File: src/rtl/mem_access_unit.sv
// MEM-stage load/store unit: turns EX/MEM load/store fields into a req/ack
// data-memory transaction, stalls the pipeline until ack, and extends load data.
module mem_access_unit #(
    parameter int DATA_WIDTH          = 32,
    parameter int DATA_ADDR_WIDTH     = 32,
    parameter int REGISTER_ADDR_WIDTH = 5
) (
    input  logic                       clk,
    input  logic                       rst_n,
    input  logic                       valid_EX_MEM_o,
    input  logic                       mem_write_EX_MEM_o,
    input  logic                       mem_read_EX_MEM_o,
    input  logic [2:0]                 funct3_EX_MEM_o,
    input  logic [DATA_ADDR_WIDTH-1:0] alu_res_EX_MEM_o,
    input  logic [DATA_WIDTH-1:0]      write_data_EX_MEM_o,
    output logic                       dmem_req,
    output logic                       dmem_we,
    output logic [DATA_ADDR_WIDTH-1:0] dmem_addr,
    output logic [3:0]                 dmem_wstrb,
    output logic [DATA_WIDTH-1:0]      dmem_wdata,
    input  logic                       dmem_ack,
    input  logic [DATA_WIDTH-1:0]      dmem_rdata,
    output logic                       stall_MEM,
    output logic [DATA_WIDTH-1:0]      read_data_MEM,
    output logic                       read_valid_MEM,
    output logic                       misalign_MEM
);

    if (DATA_WIDTH != 32 || REGISTER_ADDR_WIDTH < 1) begin : g_bad_param
        $error("mem_access_unit supports DATA_WIDTH == 32 only");
    end

    typedef enum logic [1:0] {
        S_IDLE,
        S_BUSY,
        S_DONE
    } state_t;

    state_t                     state_q, state_d;
    logic                       req_q, req_d;
    logic                       we_q, we_d;
    logic [DATA_ADDR_WIDTH-1:0] addr_q, addr_d;
    logic [3:0]                 wstrb_q, wstrb_d;
    logic [DATA_WIDTH-1:0]      wdata_q, wdata_d;
    logic [2:0]                 f3_q, f3_d;
    logic [1:0]                 off_q, off_d;
    logic [DATA_WIDTH-1:0]      rdata_q, rdata_d;
    logic                       rvalid_q, rvalid_d;

    logic                  access, misal;
    logic [1:0]            off;
    logic [3:0]            st_strb;
    logic [DATA_WIDTH-1:0] st_data;
    logic [DATA_WIDTH-1:0] shifted, load_ext;

    always_comb begin
        off     = alu_res_EX_MEM_o[1:0];
        access  = valid_EX_MEM_o & (mem_read_EX_MEM_o | mem_write_EX_MEM_o);
        misal   = 1'b0;
        st_strb = 4'b1111;
        st_data = write_data_EX_MEM_o;
        case (funct3_EX_MEM_o[1:0])
            2'b00: begin
                st_strb = 4'b0001 << off;
                st_data = {(DATA_WIDTH/8){write_data_EX_MEM_o[7:0]}};
            end
            2'b01: begin
                misal   = off[0];
                st_strb = 4'b0011 << off;
                st_data = {(DATA_WIDTH/16){write_data_EX_MEM_o[15:0]}};
            end
            2'b10:   misal = (off != 2'b00);
            default: misal = 1'b1;
        endcase
    end

    // Load extraction works on the captured offset/funct3, not the live inputs.
    always_comb begin
        shifted  = dmem_rdata >> {off_q, 3'b000};
        load_ext = shifted;
        case (f3_q[1:0])
            2'b00: load_ext = f3_q[2] ? {{(DATA_WIDTH-8){1'b0}}, shifted[7:0]}
                                      : {{(DATA_WIDTH-8){shifted[7]}}, shifted[7:0]};
            2'b01: load_ext = f3_q[2] ? {{(DATA_WIDTH-16){1'b0}}, shifted[15:0]}
                                      : {{(DATA_WIDTH-16){shifted[15]}}, shifted[15:0]};
            default: load_ext = shifted;
        endcase
    end

    always_comb begin
        state_d  = state_q;
        req_d    = req_q;
        we_d     = we_q;
        addr_d   = addr_q;
        wstrb_d  = wstrb_q;
        wdata_d  = wdata_q;
        f3_d     = f3_q;
        off_d    = off_q;
        rdata_d  = rdata_q;
        rvalid_d = 1'b0;
        case (state_q)
            S_IDLE: begin
                if (access && !misal) begin
                    state_d = S_BUSY;
                    req_d   = 1'b1;
                    we_d    = mem_write_EX_MEM_o;
                    addr_d  = {alu_res_EX_MEM_o[DATA_ADDR_WIDTH-1:2], 2'b00};
                    wstrb_d = mem_write_EX_MEM_o ? st_strb : 4'b0000;
                    wdata_d = mem_write_EX_MEM_o ? st_data : '0;
                    f3_d    = funct3_EX_MEM_o;
                    off_d   = off;
                end
            end
            S_BUSY: begin
                if (dmem_ack) begin
                    state_d = S_DONE;
                    req_d   = 1'b0;
                    if (!we_q) begin
                        rdata_d  = load_ext;
                        rvalid_d = 1'b1;
                    end
                end
            end
            default: state_d = S_IDLE;
        endcase
    end

    always_ff @(posedge clk) begin
        if (!rst_n) begin
            state_q  <= S_IDLE;
            req_q    <= 1'b0;
            we_q     <= 1'b0;
            addr_q   <= '0;
            wstrb_q  <= 4'b0000;
            wdata_q  <= '0;
            f3_q     <= 3'b000;
            off_q    <= 2'b00;
            rdata_q  <= '0;
            rvalid_q <= 1'b0;
        end else begin
            state_q  <= state_d;
            req_q    <= req_d;
            we_q     <= we_d;
            addr_q   <= addr_d;
            wstrb_q  <= wstrb_d;
            wdata_q  <= wdata_d;
            f3_q     <= f3_d;
            off_q    <= off_d;
            rdata_q  <= rdata_d;
            rvalid_q <= rvalid_d;
        end
    end

    assign dmem_req       = req_q;
    assign dmem_we        = we_q;
    assign dmem_addr      = addr_q;
    assign dmem_wstrb     = wstrb_q;
    assign dmem_wdata     = wdata_q;
    assign read_data_MEM  = rdata_q;
    assign read_valid_MEM = rvalid_q;
    assign stall_MEM      = ((state_q == S_IDLE) && access && !misal) || (state_q == S_BUSY);
    assign misalign_MEM   = (state_q == S_IDLE) && access && misal;

endmodule
File: config.mk
export PLATFORM = sky130hd
export DESIGN_NAME = mem_access_unit
export DESIGN_NICKNAME = d
export VERILOG_FILES = /design/src/rtl/mem_access_unit.sv
export SDC_FILE = /design/constraint.sdc
export NUM_CORES = 1
export LEC_CHECK = 0
export ABC_AREA = 1
export ABC_CLOCK_PERIOD_IN_PS = 3100
export CORE_ASPECT_RATIO = 0.6
export CORE_MARGIN = 5
export CORE_UTILIZATION = 48
export DETAILED_ROUTE_END_ITERATION = 6
export HOLD_SLACK_MARGIN = 0.12
export PLACE_DENSITY = 0.95
export SYNTH_ARGS = -nofsm -noshare
export SYNTH_HDL_FRONTEND = slang
export SYNTH_SLANG_ARGS = --single-unit
File: constraint.sdc
create_clock -name clk -period 3.1 [get_ports clk]
set_input_delay 0.62 -clock clk [delete_from_list [all_inputs] [get_ports clk]]
set_output_delay 0.62 -clock clk [all_outputs]
set_load 0.01 [all_outputs]
==> metrics <==
Util after Layout 70.95%; setup bufs post-CTS 0; Avg Vias per Cell 5.114; GPL Wtd Cong 0.9758; CP startpoint kind input pin; period utilization between 90% and 100%; worst path arrival time between 2 and 2.5 ns; die area 13500 sq um; share of the synthesized area in the top cell type 40.18%; DR WL/cell 15.37 um; met1 Track Usage GR 36.50%; max incr delay on CP about 0.53 ns; global-route wire length before repair 27680 um; Ys Warns 0; Core Area 10780 sq um; Worst-Margin Slew 0.7722 ns; Initial Utilization approximately half; vias in the first global route 5340; Clock Latency Late Sink 0.34 ns; fin. max-slew vios 0; Critical Path RT 2.48 ns; largest net degree at the start of global routing 74; leading area contributor after synthesis dfxtp_1; Sink Count 108; hold_sp dmem_wdata[1]; Max Freq about 350 MHz; CTS H-tree depth 3; Seq cells post-synth 108; sequential-to-total area share from yosys stat 40.18%; cts repair resizes 0; most common cell after layout, fill and taps aside nand2_1; flop2flop setup slack 1.28 ns; Inst Count DP 1129; initial antenna violation count 0; IO Pins 210; Pleak about 3.4 nW; Tightest Hold Check Type reg2reg; # fillers 892; ratio of cells with drive above 1 in the final layout 6.561%; Inserted Diodes 0; slowest stage cell, crit path clkdlybuf4s50_1; Post-Syn Area roughly 5400 sq um; Num CTS Buffers 9; status complete, no violations; final hold vios 0; total grt overflow 0; Die Y about 92 um; pwr/cell area 427.5 nW/um^2; ranking of synthesized cells by area dfxtp_1 (40%), nand2_1 (17%), nor2_1 (11%), nand3_1 (5.1%), inv_1 (4.5%); antenna-violating nets left 0; Tmin final approximately 2.8 ns; most used routing layer in global routing met1; max cap viols 0; gr usage total between 20% and 30%; Setup-failing EPs final 0; met2 usage 35.39%; synthesized area per cell 6.531 sq um; critical path peak fanout 6; Rel. slew slack 48.52%; via count 5856; total length of routed wires 17600 um; Hold-fix buffers, CTS 0; Critical path origin funct3_EX_MEM_o[0]; Reg clk slew, reported paths ~0.070 ns; drt first pass iters 5; clk root buf clkbuf_16; post-synthesis cell count 824; Setup TNS 0 ns; 1st-iter DRT viols 593; Yosys cell types 25; met3 GRT Util 9.704%; row cnt 29; Die Wd around 150 um; most frequent cells in the layout nand2_1 (245), clkdlybuf4s50_1 (207), nor2_1 (163); worst-path cell chain clkdlybuf4s50_1, o21ai_1, nand2_1, nor2_4, inv_2, nand2_1, clkdlybuf4s50_1; P&R area growth vs syn 42.08%; CTS tree yes; CP Capture Type primary output; Setup CP Type in2out; Max VDD drop ~300 uV; DRC viols 0; IO Port Bufs 207; Clock Path Buffers 2; non-filler cells, final approximately 1100; worst path buffer plus inverter count 3; RSZ-0062 raised after global routing false; Reg2Reg Launch Point state_q[1]; number of nets in the layout ~1100; hpwl dp 13260 um; Setup Skew 0.009124 ns; area of the multi-input gates 2581 sq um; FF/Latch Area 2162 sq um; CP delay by family, top buffers and inverters
per-stage QoR:
stage / instance area (sq um) / setup WS (ns) / power, W / hold slack (ns)
final: 7646 / 0.2582 / 0.003269 / 0.4645
after global routing: 7646 / 0.1647 / 0.003408 / 0.4794
after CTS: 7646 / 0.2668 / 0.003279 / 0.4673
after detailed placement: 7361 / 0.2725 / 0.002181 / 0.4555
after global placement: 7361 / 0.2942 / 0.002173 / 0.4496
after floorplan: 5385 / 1.027 / 0.001857 / 0.4739
state kept, by name (all words and copies together), names as in the netlist:
name / flops
f3_q: 3
state_q: 2
dmem_wdata: 32
dmem_req: 1
read_data_MEM: 32
dmem_addr: 30
read_valid_MEM: 1
dmem_wstrb: 4
dmem_we: 1
off_q: 2
tightest hold or removal path, stage by stage (launching register included):
cell and delay [ns]:
dfxtp_1 0.32, nand2_1 0.06, a21oi_1 0.05
cells in the mapped netlist (all sizes together):
| cell type | instances |
|---|---|
| conb | 1 |
| buf | 37 |
| clkbuf | 17 |
| o211ai | 7 |
| nand3 | 62 |
| inv | 71 |
| dfxtp | 108 |
| a21oi | 58 |
| nand2 | 246 |
| or2 | 4 |
| nor2 | 166 |
| o21ai | 47 |
cells by family after synthesis:
family	after synthesis	synth area share [%]
and+or+nand+nor	478	35.90
AOI/OAI and AO/OA	112	11.93
other	1	0.06968
buffers and inverters	125	11.93
DFF	108	40.18
final cells by class:
| cell class | instances | area share, % |
|---|---|---|
| multi-input cells | 592 | 33.76 |
| repair buffers | 219 | 28.44 |
| well taps | 139 | 2.275 |
| inverters | 71 | 3.518 |
| flip-flops and latches | 108 | 28.28 |
| clock inverters | 6 | 0.7364 |
| clock buffers | 10 | 2.995 |
power by group:
part	internal, W	leakage (nW)	switching (W)
sequential	0.00145	0.878	0.0000316
clock	0.000562	0.137	0.000545
combinational	0.000316	2.35	0.000366
routing by layer:
layer,vias up,routed length (um),part of all wire [%]
met5,-,0,0
met1,2627,7856,45
met4,0,186,1.1
li1,2904,-,-
met2,310,7142,41
met3,15,2416,14
path summary, 6_finish.rpt:
kind	to	cells after the start
min	dmem_wdata[1]	2
min reg2reg	dmem_wdata[1]	2
max	stall_MEM	7
max reg2reg	dmem_wdata[19]	6
Note: power is estimated with default switching activity, not from simulation.
